==> src/rtl/sva_pkg.sv <==
// Shared types for the SVA checker and its verdict collector.
// Checker state codes, verdict/record kinds, collector FSM, record header.
package sva_pkg;

  typedef enum logic signed [31:0] {
    S0    = 0,
    SEND  = -1,
    SLAZY = -2,
    S1    = 1,
    S2    = 2
  } sva_fsm_t;

  typedef enum logic [1:0] {
    V_NONE    = 2'd0,
    V_PASS    = 2'd1,
    V_FAIL    = 2'd2,
    V_VACUOUS = 2'd3
  } verdict_t;

  typedef enum logic {
    K_FAIL = 1'b0,
    K_LAZY = 1'b1
  } rec_kind_t;

  typedef enum logic [1:0] {
    C_RUN,
    C_DRAIN,
    C_REPORT
  } col_state_t;

  // Width-independent part of a record; the CYC_W
  // wide start/cycle stamps are appended by the user.
  typedef struct packed {
    rec_kind_t   kind;
    logic [31:0] state;
  } sva_rec_t;

  function automatic verdict_t judge(
    input logic any_bad,
    input logic any_good
  );
    if (any_bad)
      return V_FAIL;
    else if (any_good)
      return V_PASS;
    else
      return V_VACUOUS;
  endfunction

endpackage

==> src/rtl/sva_rec_fifo.sv <==
// First-word-fall-through record FIFO, DEPTH a power of two.
// Ports: gclk/grst, clr, push/din, pop/dout, full, empty.
module sva_rec_fifo #(
  parameter int WIDTH = 8,
  parameter int DEPTH = 8
) (
  input  logic             gclk,
  input  logic             grst,
  input  logic             clr,
  input  logic             push,
  input  logic [WIDTH-1:0] din,
  input  logic             pop,
  output logic [WIDTH-1:0] dout,
  output logic             full,
  output logic             empty
);

  localparam int AW = $clog2(DEPTH);

  logic [AW:0]      wr_ptr;
  logic [AW:0]      rd_ptr;
  logic [WIDTH-1:0] mem [DEPTH];
  logic             do_push;
  logic             do_pop;

  assign empty = (wr_ptr == rd_ptr);
  assign full  = (wr_ptr[AW] != rd_ptr[AW]) &&
                 (wr_ptr[AW-1:0] == rd_ptr[AW-1:0]);

  assign do_pop  = pop && !empty && !clr;
  // A pop in the same cycle frees the slot for a push at full.
  assign do_push = push && !clr && (!full || do_pop);

  always_ff @(posedge gclk or posedge grst) begin
    if (grst) begin
      wr_ptr <= '0;
      rd_ptr <= '0;
    end else if (clr) begin
      wr_ptr <= '0;
      rd_ptr <= '0;
    end else begin
      if (do_push)
        wr_ptr <= wr_ptr + 1'b1;
      if (do_pop)
        rd_ptr <= rd_ptr + 1'b1;
    end
  end

  always_ff @(posedge gclk) begin
    if (do_push)
      mem[wr_ptr[AW-1:0]] <= din;
  end

  // Head is zero whenever nothing is queued.
  assign dout = empty ? '0 : mem[rd_ptr[AW-1:0]];

endmodule

==> src/rtl/sva_verdict_collector.sv <==
// Counts SVA checker outcomes, queues fail/lazy records, issues a final verdict.
// Ports: gclk/grst, in_* flags+context, eot, clr, rec_* stream, cnt_*, done, verdict.
module sva_verdict_collector
  import sva_pkg::*;
#(
  parameter int CYC_W    = 16,
  parameter int DEPTH    = 8,
  parameter int LOG_LAZY = 1
) (
  input  logic             gclk,
  input  logic             grst,
  input  logic             in_valid,
  input  logic             in_succ,
  input  logic             in_fail,
  input  logic             in_lazy,
  input  logic [31:0]      in_state,
  input  logic [CYC_W-1:0] in_start,
  input  logic             eot,
  input  logic             clr,
  output logic             rec_valid,
  input  logic             rec_ready,
  output logic             rec_kind,
  output logic [31:0]      rec_state,
  output logic [CYC_W-1:0] rec_start,
  output logic [CYC_W-1:0] rec_cycle,
  output logic [CYC_W-1:0] cnt_succ,
  output logic [CYC_W-1:0] cnt_fail,
  output logic [CYC_W-1:0] cnt_lazy,
  output logic [CYC_W-1:0] cnt_drop,
  output logic             done,
  output verdict_t         verdict
);

  localparam int REC_W = $bits(sva_rec_t) + 2 * CYC_W;

  col_state_t       state_q;
  col_state_t       state_d;
  logic [CYC_W-1:0] cycle;
  logic             run;
  logic             sample;
  logic             push;
  logic             pop;
  logic             drop;
  logic             full;
  logic             empty;
  sva_rec_t         hdr_in;
  sva_rec_t         hdr_out;
  logic [REC_W-1:0] fifo_din;
  logic [REC_W-1:0] fifo_dout;

  function automatic logic [CYC_W-1:0] sat_inc(
    input logic [CYC_W-1:0] v,
    input logic             en
  );
    return (en && (v != '1)) ? v + 1'b1 : v;
  endfunction

  assign run    = (state_q == C_RUN);
  assign sample = run && in_valid && !clr;
  assign push   = sample &&
                  (in_fail || (in_lazy && (LOG_LAZY != 0)));
  assign pop    = rec_valid && rec_ready;
  assign drop   = push && full && !pop;

  always_comb begin
    hdr_in       = '0;
    hdr_in.kind  = in_fail ? K_FAIL : K_LAZY;
    hdr_in.state = in_state;
  end

  assign fifo_din = {hdr_in, in_start, cycle};

  sva_rec_fifo #(
    .WIDTH (REC_W),
    .DEPTH (DEPTH)
  ) u_fifo (
    .gclk  (gclk),
    .grst  (grst),
    .clr   (clr),
    .push  (push),
    .din   (fifo_din),
    .pop   (pop),
    .dout  (fifo_dout),
    .full  (full),
    .empty (empty)
  );

  assign {hdr_out, rec_start, rec_cycle} = fifo_dout;
  assign rec_valid = !empty;
  assign rec_kind  = hdr_out.kind;
  assign rec_state = hdr_out.state;

  always_ff @(posedge gclk or posedge grst) begin
    if (grst) begin
      cycle    <= '0;
      cnt_succ <= '0;
      cnt_fail <= '0;
      cnt_lazy <= '0;
      cnt_drop <= '0;
    end else if (clr) begin
      cycle    <= '0;
      cnt_succ <= '0;
      cnt_fail <= '0;
      cnt_lazy <= '0;
      cnt_drop <= '0;
    end else begin
      cycle    <= cycle + 1'b1;
      cnt_succ <= sat_inc(cnt_succ, sample && in_succ);
      cnt_fail <= sat_inc(cnt_fail, sample && in_fail);
      cnt_lazy <= sat_inc(cnt_lazy, sample && in_lazy);
      cnt_drop <= sat_inc(cnt_drop, drop);
    end
  end

  always_ff @(posedge gclk or posedge grst) begin
    if (grst)
      state_q <= C_RUN;
    else if (clr)
      state_q <= C_RUN;
    else
      state_q <= state_d;
  end

  always_comb begin
    state_d = state_q;
    unique case (state_q)
      C_RUN:    if (eot) state_d = C_DRAIN;
      C_DRAIN:  if (empty) state_d = C_REPORT;
      C_REPORT: state_d = C_REPORT;
      default:  state_d = C_RUN;
    endcase
  end

  // Counters are frozen once in DRAIN, so the verdict
  // taken on the DRAIN->REPORT edge is final.
  always_ff @(posedge gclk or posedge grst) begin
    if (grst) begin
      done    <= 1'b0;
      verdict <= V_NONE;
    end else if (clr) begin
      done    <= 1'b0;
      verdict <= V_NONE;
    end else if (state_q == C_DRAIN && empty) begin
      done    <= 1'b1;
      verdict <= judge(
        (cnt_fail != '0) || (cnt_drop != '0),
        (cnt_succ != '0) || (cnt_lazy != '0));
    end
  end

endmodule
==> config.mk <==
export PLATFORM = sky130hd
export DESIGN_NAME = sva_verdict_collector
export DESIGN_NICKNAME = d
export VERILOG_FILES = /design/src/rtl/sva_pkg.sv /design/src/rtl/sva_rec_fifo.sv /design/src/rtl/sva_verdict_collector.sv
export SDC_FILE = /design/constraint.sdc
export NUM_CORES = 1
export LEC_CHECK = 0
export BUFFER_PORTS_ARGS = -buffer_cell sky130_fd_sc_hd__buf_2
export CAP_MARGIN = 10
export CORE_MARGIN = 10
export CORE_UTILIZATION = 40
export CTS_BUF_LIST = sky130_fd_sc_hd__clkbuf_2
export CTS_CLUSTER_SIZE = 40
export DETAILED_ROUTE_END_ITERATION = 6
export SLEW_MARGIN = 0
export SYNTH_ARGS = -nofsm -noshare
export SYNTH_HDL_FRONTEND = slang
export SYNTH_SLANG_ARGS = --single-unit
==> constraint.sdc <==
create_clock -name gclk -period 9.58 [get_ports gclk]
set_input_delay 0.958 -clock gclk [delete_from_list [all_inputs] [get_ports gclk]]
set_output_delay 0.958 -clock gclk [all_outputs]
set_load 0.02 [all_outputs]
==> impl_metrics.ini <==
[die]
start_util_pct = 40.3
die_x_um = 269
fp-row-count = 91
io_pins = 190
die-area_um2 = 72300
die_h_um = 269
coreArea_um2 = 61500

[grt]
antenna_found_initial = 3
met1_usage_pct = 19.4
grt_first_pass_wirelength_mm = 84.8
use_met2_pct = 25.0
met3_usage_pct = 4.64
grt_max_degree = 123
grt_pass1_vias = 14800
gr-total-overflow = 0
grt_usage_pct = 15.4
busiest_layer = met2

[timing]
slew_headroom_pct = 20.6
setup_ws_ns = 4.08
rsz0062_at_grt = no
finalHoldViolCount = 0
fin_crit_ns = 5.50
fmax_mhz = 182
finalSetupTns_ns = 0
drv_slew = 0
tightest_slew_ns = 1.19
setup_violations = 0
finalCritPeriodShare_pct = 57.5
fin_skew_ns = 0.0888

[pwr]
pwr-share-clk_pct = 28.5
powerDensity_nw_per_um2 = 215
p_leak_nw = 10.1
power.share.combinational_pct = 22.6
ir_drop_mv = 0.181
seq_power_share_pct = 49.0
power_switching_share_pct = 30.5
p_int_mw = 4.27
p_sw_mw = 1.87

[placed_design]
hpwl_mm = 30.3
portBuffers = 189
finalWeightedCongestion = 0.801
post-place-ws_ns = 5.03

[layout]
fin_nets = 1804
fillers = 5398
layout-drive-gt1-share_pct = 32.3
utilization_pct = 46.4
multi_input_comb_area_um2 = 6530
area_growth_pct = 15.2
ff_latch_area_um2 = 18000

[setup_path]
r2r_slack_ns = 5.18
worst-path-max-fanout = 72
worstReg2RegEnd = u_fifo.mem[6][9]$_DFFE_PP_
cp.required_ns = 8.62
critPathCaptureType = primary output
r2r_start = u_fifo.rd_ptr[1]$_DFFE_PP0P_
worst_setup_path_start_kind = flip-flop
reg2regPathDepth = 6
worstPathArrival_ns = 4.55
criticalPathCategory = reg -> out

[clock_network]
cts_buffer_depth = 3
ctsResizeCount = 0
h-tree-depth = 4
numCtsBuffers = 157
cts_setup_buffers = 0
cts_tree = built
clockRootBuffer = clkbuf_2
clock_sinks = 613
insertion_delay_ns = 1.28
clk_pin_slew_ns = 0.09

[worst_hold_path]
hp-class = in -> reg
hold_depth = 2
holdCritStartpoint = clr
holdPathEnd = cnt_succ[8]$_DFFE_PP0P_

[logic_synthesis]
synth_top_area_share_pct = 63.0
synthFlopType = edfxtp_1
syn_inst = 1385
ys_types = 50
yosys.area.top_type = edfxtp_1
ys_ff_latch = 613
synth_edf_count = 520
ys_warn_count = 0
synth_area_leaders = edfxtp_1 63%, mux4_2 12%, dfrtp_1 9.4%
syn_area_um2 = 24800
syn_nets = 1455
ys_seq_area_share_pct = 72.4
syn_avg_cell_area_um2 = 17.9
synthArstFlopShare_pct = 15.2

[route]
vias_per_cell = 5.23
routed_wirelength_mm = 54.3
drtAntennaViolNets = 0
drt_iter0_markers = 840
wl_per_cell_um = 20.7
firstDrtPassIters = 4
drc_errors = 0
vias = 13700

[flow_run]
drv_cap = 0

[outcome]
outcome = completed
[flip-flops by register name (all words and copies together), names as in the netlist]
signal / flops
cnt_lazy: 16
cycle: 16
cnt_succ: 16
cnt_drop: 16
state_q: 2
u_fifo.rd_ptr: 4
verdict: 2
u_fifo.wr_ptr: 4
u_fifo.mem: 520
done: 1
cnt_fail: 16
[cell usage in the layout (no fill, tap or decap), drive strengths merged, types with 17 or more instances in the layout]
master / synthesis / layout
xnor2: 22 / 22
clkinv: 0 / 18
nand4: 23 / 23
nand2: 38 / 38
mux2i: 70 / 70
dfrtp: 93 / 93
nand3: 28 / 28
clkbuf: 40 / 226
mux4: 130 / 130
buf: 25 / 203
inv: 23 / 28
dlygate4sd3: 0 / 52
nor4: 17 / 17
edfxtp: 520 / 520
nor2: 146 / 146
a21oi: 22 / 22
xor2: 35 / 35
[timing repair]
action | CTS | global route
hold endpoints to repair | 421 | 0
setup endpoints to repair | 0 | 0
hold buffers | 52 | 0
[worst max-delay path by stage]
stage                                       from                     endpoint  slack [ns]
floorplan                                    clr   u_fifo.mem[0][0]$_DFFE_PP_        2.75
global placement                             clr  u_fifo.mem[6][12]$_DFFE_PP_        5.13
detailed placement                           clr  u_fifo.mem[6][19]$_DFFE_PP_        5.03
CTS                 u_fifo.rd_ptr[1]$_DFFE_PP0P_                 rec_cycle[5]        3.79
global route        u_fifo.rd_ptr[1]$_DFFE_PP0P_                 rec_cycle[9]        3.61
finish              u_fifo.rd_ptr[1]$_DFFE_PP0P_                 rec_cycle[1]        4.08
[power groups by stage]
stage                     Clock, mW  Sequential [mW]  Combinational (mW)
after floorplan                   0             3.04                1.01
after global placement            0             3.06                1.41
after detailed placement          0             3.07                1.42
after CTS                      1.83             3.01                1.44
after global routing           1.97             3.02                1.51
final                          1.75             3.01                1.38
[routing by layer]
layer | vias up | share of wire (%)
met5 | - | 0
met4 | 0 | 1.2
met3 | 61 | 6.0
met2 | 349 | 50
met1 | 7067 | 43
li1 | 6255 | -
[critical path: stages (launching register included)]
cell     delay (ns)
dfrtp_4        1.11
buf_4          0.97
mux4_2         0.41
mux2i_1        0.46
nor2_1         0.08
buf_2          0.19
[per-stage QoR]
stage | std cells | total power, mW | instance area [µm²] | hold WS, ns
after CTS | 2619 | 6.28 | 28500 | 0.0261
after detailed placement | 2313 | 4.49 | 26600 | 0.500
after global placement | 2313 | 4.47 | 26600 | 0.499
after floorplan | 1385 | 4.05 | 24800 | 0.471
after global routing | 2625 | 6.50 | 28500 | 0.0287
final | 2625 | 6.14 | 28500 | 0.214
[synthesized netlist by cell type, types with 2 or more instances]
master / n
a211oi_1: 9
a21oi_1: 22
a31oi_1: 2
and2_1: 6
and3_1: 12
and4_1: 10
buf_1: 13
buf_2: 11
clkbuf_1: 40
dfrtp_1: 93
edfxtp_1: 520
ha_1: 13
inv_1: 23
mux2_2: 2
mux2i_1: 70
mux4_2: 130
nand2_1: 38
nand2b_1: 9
nand3_1: 28
nand3b_1: 3
nand4_1: 22
nand4b_1: 4
nor2_1: 146
nor2b_1: 3
nor3_1: 14
nor3b_1: 3
nor4_1: 17
nor4b_1: 4
o2111ai_1: 2
o211ai_1: 7
o21ai_0: 15
o31ai_1: 6
or2_2: 2
or3_1: 12
or4_1: 4
xnor2_1: 22
xor2_1: 35
[area by class of cell]
type / count / share of cell area [%]
clock inverters: 28 / 0.838
multi-input cells: 684 / 22.9
clock buffers: 226 / 3.96
well taps: 790 / 3.46
diodes: 6 / 0.0526
inverters: 23 / 0.311
flip-flops and latches: 613 / 62.9
repair buffers: 255 / 5.55
[logic make-up (layout without fill, tap and decap cells)]
group           count (synthesis)  after routing  synth area share [%]
other cells                     0              6                     0
flops                         613            613                  72.4
compound gates                 70             70                  1.77
buf+inv                        88            532                  1.42
xor+xnor                       57             57                  2.02
simple gates                  341            341                  6.89
fa+ha+maj                      13             13                 0.657
mux                           203            203                  14.8
(Power assumes the default switching activity.)
